--- src/rtl/alu_issue_stage.sv ---
// RV32I decode-and-issue stage: decodes ALU operands/op into a one-entry
// valid/ready issue register and flags encodings the ALU cannot execute.
module alu_issue_stage #(
  parameter int unsigned XLEN = 32
) (
  input  logic            clk,
  input  logic            reset,
  input  logic            flush,
  input  logic            in_valid,
  output logic            in_ready,
  input  logic [31:0]     instr,
  input  logic [XLEN-1:0] pc,
  input  logic [XLEN-1:0] rs1_data,
  input  logic [XLEN-1:0] rs2_data,
  output logic            out_valid,
  input  logic            out_ready,
  output logic [XLEN-1:0] a,
  output logic [XLEN-1:0] b,
  output logic [3:0]      alu_ctrl,
  output logic            is_branch,
  output logic            branch_ne,
  output logic            illegal,
  output logic [31:0]     issue_count
);

  localparam logic [6:0] OPC_OP     = 7'b0110011;
  localparam logic [6:0] OPC_OP_IMM = 7'b0010011;
  localparam logic [6:0] OPC_LUI    = 7'b0110111;
  localparam logic [6:0] OPC_AUIPC  = 7'b0010111;
  localparam logic [6:0] OPC_LOAD   = 7'b0000011;
  localparam logic [6:0] OPC_STORE  = 7'b0100011;
  localparam logic [6:0] OPC_JAL    = 7'b1101111;
  localparam logic [6:0] OPC_JALR   = 7'b1100111;
  localparam logic [6:0] OPC_BRANCH = 7'b1100011;

  localparam logic [3:0] ALU_ADD = 4'b0000;
  localparam logic [3:0] ALU_SUB = 4'b0001;
  localparam logic [3:0] ALU_AND = 4'b0010;
  localparam logic [3:0] ALU_OR  = 4'b0011;
  localparam logic [3:0] ALU_XOR = 4'b0100;
  localparam logic [3:0] ALU_SLL = 4'b0101;
  localparam logic [3:0] ALU_SRL = 4'b0110;
  localparam logic [3:0] ALU_ILL = 4'b1111;

  logic [6:0]      opcode;
  logic [2:0]      funct3;
  logic [6:0]      funct7;
  logic [XLEN-1:0] imm_i, imm_s, imm_u;
  logic            unused_rs1_field;

  assign opcode = instr[6:0];
  assign funct3 = instr[14:12];
  assign funct7 = instr[31:25];
  assign imm_i  = {{(XLEN-12){instr[31]}}, instr[31:20]};
  assign imm_s  = {{(XLEN-12){instr[31]}}, instr[31:25], instr[11:7]};
  assign imm_u  = {instr[31:12], 12'b0};
  assign unused_rs1_field = ^instr[19:15];

  logic [XLEN-1:0] dec_a, dec_b;
  logic [3:0]      dec_ctrl;
  logic            dec_br, dec_ne, dec_legal;

  // Decode; any path that does not set dec_legal falls through to the illegal encoding.
  always_comb begin
    dec_a     = '0;
    dec_b     = '0;
    dec_ctrl  = ALU_ILL;
    dec_br    = 1'b0;
    dec_ne    = 1'b0;
    dec_legal = 1'b0;
    case (opcode)
      OPC_OP, OPC_OP_IMM: begin
        dec_a = rs1_data;
        dec_b = (opcode == OPC_OP) ? rs2_data : imm_i;
        case (funct3)
          3'b000: begin
            if (opcode == OPC_OP_IMM || funct7 == 7'b0000000) begin
              dec_ctrl = ALU_ADD; dec_legal = 1'b1;
            end else if (funct7 == 7'b0100000) begin
              dec_ctrl = ALU_SUB; dec_legal = 1'b1;
            end
          end
          3'b111: begin dec_ctrl = ALU_AND; dec_legal = (opcode == OPC_OP_IMM) || (funct7 == 7'b0); end
          3'b110: begin dec_ctrl = ALU_OR;  dec_legal = (opcode == OPC_OP_IMM) || (funct7 == 7'b0); end
          3'b100: begin dec_ctrl = ALU_XOR; dec_legal = (opcode == OPC_OP_IMM) || (funct7 == 7'b0); end
          3'b001, 3'b101: begin
            // The ALU shifts by the full operand, so the amount is masked to 5 bits here.
            dec_ctrl  = funct3[2] ? ALU_SRL : ALU_SLL;
            dec_b     = (opcode == OPC_OP) ? XLEN'(rs2_data[4:0]) : XLEN'(instr[24:20]);
            dec_legal = (funct7 == 7'b0000000);
          end
          default: dec_legal = 1'b0;
        endcase
      end
      OPC_LUI:   begin dec_b = imm_u; dec_ctrl = ALU_ADD; dec_legal = 1'b1; end
      OPC_AUIPC: begin dec_a = pc; dec_b = imm_u; dec_ctrl = ALU_ADD; dec_legal = 1'b1; end
      OPC_LOAD:  begin dec_a = rs1_data; dec_b = imm_i; dec_ctrl = ALU_ADD; dec_legal = 1'b1; end
      OPC_STORE: begin dec_a = rs1_data; dec_b = imm_s; dec_ctrl = ALU_ADD; dec_legal = 1'b1; end
      OPC_JAL, OPC_JALR: begin
        dec_a = pc; dec_b = XLEN'(4); dec_ctrl = ALU_ADD; dec_legal = 1'b1;
      end
      OPC_BRANCH: begin
        dec_a     = rs1_data;
        dec_b     = rs2_data;
        dec_ctrl  = ALU_SUB;
        dec_br    = 1'b1;
        dec_ne    = funct3[0];
        dec_legal = (funct3[2:1] == 2'b00);
      end
      default: dec_legal = 1'b0;
    endcase
    if (!dec_legal) begin
      dec_a    = '0;
      dec_b    = '0;
      dec_ctrl = ALU_ILL;
      dec_br   = 1'b0;
      dec_ne   = 1'b0;
    end
  end

  logic            out_valid_q, out_valid_d;
  logic [XLEN-1:0] a_q, a_d, b_q, b_d;
  logic [3:0]      alu_ctrl_q, alu_ctrl_d;
  logic            is_branch_q, is_branch_d;
  logic            branch_ne_q, branch_ne_d;
  logic            illegal_q, illegal_d;
  logic [31:0]     issue_count_q, issue_count_d;
  logic            load, fire;

  assign in_ready = !out_valid_q || out_ready;
  assign load     = in_valid && in_ready && !flush;
  assign fire     = out_valid_q && out_ready;

  // Issue register next state: flush beats load; data regs only move on load.
  always_comb begin
    out_valid_d   = out_valid_q;
    a_d           = a_q;
    b_d           = b_q;
    alu_ctrl_d    = alu_ctrl_q;
    is_branch_d   = is_branch_q;
    branch_ne_d   = branch_ne_q;
    illegal_d     = illegal_q;
    issue_count_d = issue_count_q + 32'(fire);
    if (flush) begin
      out_valid_d = 1'b0;
    end else if (load) begin
      out_valid_d = 1'b1;
      a_d         = dec_a;
      b_d         = dec_b;
      alu_ctrl_d  = dec_ctrl;
      is_branch_d = dec_br;
      branch_ne_d = dec_ne;
      illegal_d   = !dec_legal;
    end else if (fire) begin
      out_valid_d = 1'b0;
    end
  end

  always_ff @(posedge clk) begin
    if (reset) begin
      out_valid_q   <= 1'b0;
      a_q           <= '0;
      b_q           <= '0;
      alu_ctrl_q    <= ALU_ADD;
      is_branch_q   <= 1'b0;
      branch_ne_q   <= 1'b0;
      illegal_q     <= 1'b0;
      issue_count_q <= '0;
    end else begin
      out_valid_q   <= out_valid_d;
      a_q           <= a_d;
      b_q           <= b_d;
      alu_ctrl_q    <= alu_ctrl_d;
      is_branch_q   <= is_branch_d;
      branch_ne_q   <= branch_ne_d;
      illegal_q     <= illegal_d;
      issue_count_q <= issue_count_d;
    end
  end

  assign out_valid   = out_valid_q;
  assign a           = a_q;
  assign b           = b_q;
  assign alu_ctrl    = alu_ctrl_q;
  assign is_branch   = is_branch_q;
  assign branch_ne   = branch_ne_q;
  assign illegal     = illegal_q;
  assign issue_count = issue_count_q;

endmodule

--- config.mk ---
export PLATFORM = sky130hd
export DESIGN_NAME = alu_issue_stage
export DESIGN_NICKNAME = d
export VERILOG_FILES = /design/src/rtl/alu_issue_stage.sv
export SDC_FILE = /design/constraint.sdc
export NUM_CORES = 1
export LEC_CHECK = 0
export BUFFER_PORTS_ARGS = -buffer_cell sky130_fd_sc_hd__buf_4
export CORE_ASPECT_RATIO = 1.2
export CORE_MARGIN = 2
export CORE_UTILIZATION = 43
export CTS_CLUSTER_DIAMETER = 100
export DETAILED_ROUTE_END_ITERATION = 8
export PLACE_DENSITY = 0.76
export RECOVER_POWER = 100
export SLEW_MARGIN = 20
export SYNTH_ARGS = -nofsm -noshare
export SYNTH_HDL_FRONTEND = slang
export SYNTH_SLANG_ARGS = --single-unit
export TNS_END_PERCENT = 1
--- constraint.sdc ---
create_clock -name clk -period 2.7 [get_ports clk]
set_input_delay 0.81 -clock clk [delete_from_list [all_inputs] [get_ports clk]]
set_output_delay 0.81 -clock clk [all_outputs]
set_load 0.02 [all_outputs]
==> out/results.txt <==
Leakage: 2.458 nW
First-pass detailed-route iteration total: 5
Buffers & Inverters on Critical Path: 2
Status: complete, no violations
Flops & latches, synth: 104
Max frequency: 401.3 MHz
# fillers: 1,049
Worst-Skew Late Latency: 330 ps
Hpwl dp: 11.06 mm
R2R Path Start: issue_count[8]
Largest net degree at the start of global routing: 42
Worst-path clk slew: 60 ps
CP required: 2950 ps
Wire length per cell: 16.31 um
IO Count: 238
Area of the multi-input gates: 2352 um2
Worst reg2reg setup slack: 360 ps
GRT Total Usage: 24.56%
Synth Instances: 534
Number of gates resized after cts: 0
Async SR Flop Fraction: 0%
Worst Hold Class: register to register
EDFF count, synth: 0
Sequential cell area: 2082 um2
Slew Viols, Final: 0
Setup Skew: 7.140 ps
Area grow syn2layout: 34.44%
Top post-synthesis cells by area: dfxtp_1 (44%), a221oi_1 (9.3%), nor2_1 (6.7%), nor3_2 (5.7%), xor2_1 (5.3%)
Port bufs: 237
Setup CP Type: input pin to register
Critical path launch point type: input pin
Synth top area share: 43.55%
DR vias/cell: 5.499
Num CTS Buffers: 9
Max incr delay on CP: 650 ps
Total Power: 3.336 mW
Nets@finish: 896
CTS root buf: clkbuf_16
Setup-failing EPs final: 0
Reg2reg path depth: 5
Setup TNS: 0 ps
Clock Sink Count: 104
Clk buf depth: 2
Routed Antenna Nets: 0
Worst setup path startpoint: instr[25]
Antenna violations before repair: 0
TritonCTS clock tree: yes
Vias in the first global route: 4,855
Synth Area per Inst: 8.953 um2
Post-CTS setup buffer count: 0
Rel. slew slack: 17.97%
DRC Markers: 0
Arrival time worst endpoint: 2740 ps
Die Ht: 119.5 um
GR Overflow Total: 0
Die ar.: 11,980 um2
Synthesis Warnings: 0
Crit path max-delay family: simple AND/OR/NAND/NOR gates
RSZ-0062 raised after global routing: false
Most used DFF post-synth: dfxtp_1
Netlist cell types: 44
Final hold vios: 0
Max-Cap Viols: 0
# hold bufs at CTS: 0
First-pass GRT wire length: 23.85 mm
Power Density: 519.0 nW/um2
CP endpoint kind: register
Gp weighted congestion: 0.9640
Initial Util: 43.74%
Hold Path Stages: 2
Sequential cell area fraction in the yosys report: 43.55%
CP max-delay cell: or4_1
H-tree depth: 3
Core area: 10,930 um2
Standard-cell rows: 42
Crit-path cells: clkbuf_1 > or4_1 > nor4_4 > o221ai_2 > a311o_2 > buf_6 > o21ai_0
Via count: 4,933
Worst hold start: b[15]
WL final: 14.63 mm
Final Cycle Share: 92.28%
Critical path depth: 7
Worst slew pin tran: 1219 ps
VDD IR max: 0.3385 mV
Ant. Diodes: 0
Critical path peak fanout: 31
Share of post-route cells with drive strength above 1: 22.75%
Syn nets: 669
DR iter-0 viols: 186
Mapped Area: 4781 um2
Crit path time final: 2492 ps
Yosys top cell by area: dfxtp_1
Die X: 100.3 um
## layout make-up
cell class,instances,share of cell area [%]
clock buffer,11,3.621
multi-input combinational,388,36.60
timing repair buffer,255,23.55
tap,132,2.570
clock inverter,4,1.090
sequential,104,32.39
inverter,3,0.1752
## power by group
| group | switching [mW] | internal (mW) | leakage (nW) | total, mW |
|---|---|---|---|---|
| Combinational | 0.221 | 0.198 | 1.47 | 0.419 |
| Clock | 0.529 | 0.805 | 0.149 | 1.33 |
| Sequential | 0.0169 | 1.57 | 0.843 | 1.58 |
| Total | 0.767 | 2.57 | 2.46 | 3.34 |
## through the flow
stage	utilization [%]	setup slack, ps	std cells	area, um2	hold slack [ps]
floorplan	-	234.5	534	4781	523.9
global placement	61.38	27.04	882	6709	437.3
detailed placement	61.38	-2.571	882	6709	443.5
CTS	64.15	327.9	897	7012	452.3
global route	58.80	122.9	897	6427	482.8
finish	58.80	208.4	897	6427	455.2
## state kept, by name, indices dropped and copies added, names as in the netlist
| name | cells |
|---|---|
| a | 32 |
| b | 32 |
| issue_count | 32 |
| alu_ctrl | 4 |
| branch_ne | 1 |
| illegal | 1 |
| is_branch | 1 |
| out_valid | 1 |
## worst min-delay path, stage by stage, from the launching register on
cell and delay (ps):
dfxtp_1 320, nand2_1 50, o21ai_0 50
## kinds of logic after synthesis
kind of cell,count (synthesis),share of synthesized area (%)
fa+ha+maj,2,0.5233
buf+inv,42,4.397
xor+xnor,31,5.679
mux,1,0.2094
flops,104,43.55
simple gates,231,25.83
compound gates,123,19.81
## cells in the mapped netlist (all sizes together) (2+ instances only)
cell      n
nand2b    3
and4      3
nor3     36
nand3b    2
and3      6
o31ai     2
dfxtp   104
a221oi   51
nand4    16
xor2     29
a22oi    11
and2      4
nand2    46
a311oi    3
o21ai    34
buf       7
inv       3
a21oi    11
nor4      4
ha        2
xnor2     2
clkbuf   32
nor2     85
a211oi    5
nor3b     2
nor2b     5
nand3    16
## path summary, 6_finish.rpt
check                    end
max                    b[25]
min reg2reg            b[15]
max reg2reg  issue_count[26]
min                    b[15]
## placed cells by master, fill, tap and decap left out, types with 3 or more instances in the layout
cell type	count
a21oi_1	10
and3_1	6
a211oi_1	4
nor4_1	3
and2_1	4
a22oi_1	11
and4_1	3
a311oi_1	3
o21ai_0	25
nand3_1	16
inv_1	3
nand2_1	46
nand4_1	16
nor3_1	34
o21ai_2	5
a221oi_1	51
dfxtp_1	104
xor2_1	29
nor2_1	84
clkbuf_16	9
nor2b_1	5
o21ai_1	4
nand2b_1	3
clkbuf_1	113
buf_4	141
## routing by layer
| metal | up-vias | part of all wire [%] | global-route usage (%) |
|---|---|---|---|
| met5 | - | 0 | 0 |
| met4 | 0 | 2.5 | 10.87 |
| met3 | 24 | 7.3 | 4.776 |
| met2 | 232 | 49 | 40.52 |
| met1 | 2273 | 41 | 30.94 |
| li1 | 2404 | - | - |
Note: power is estimated with default switching activity, not from simulation.
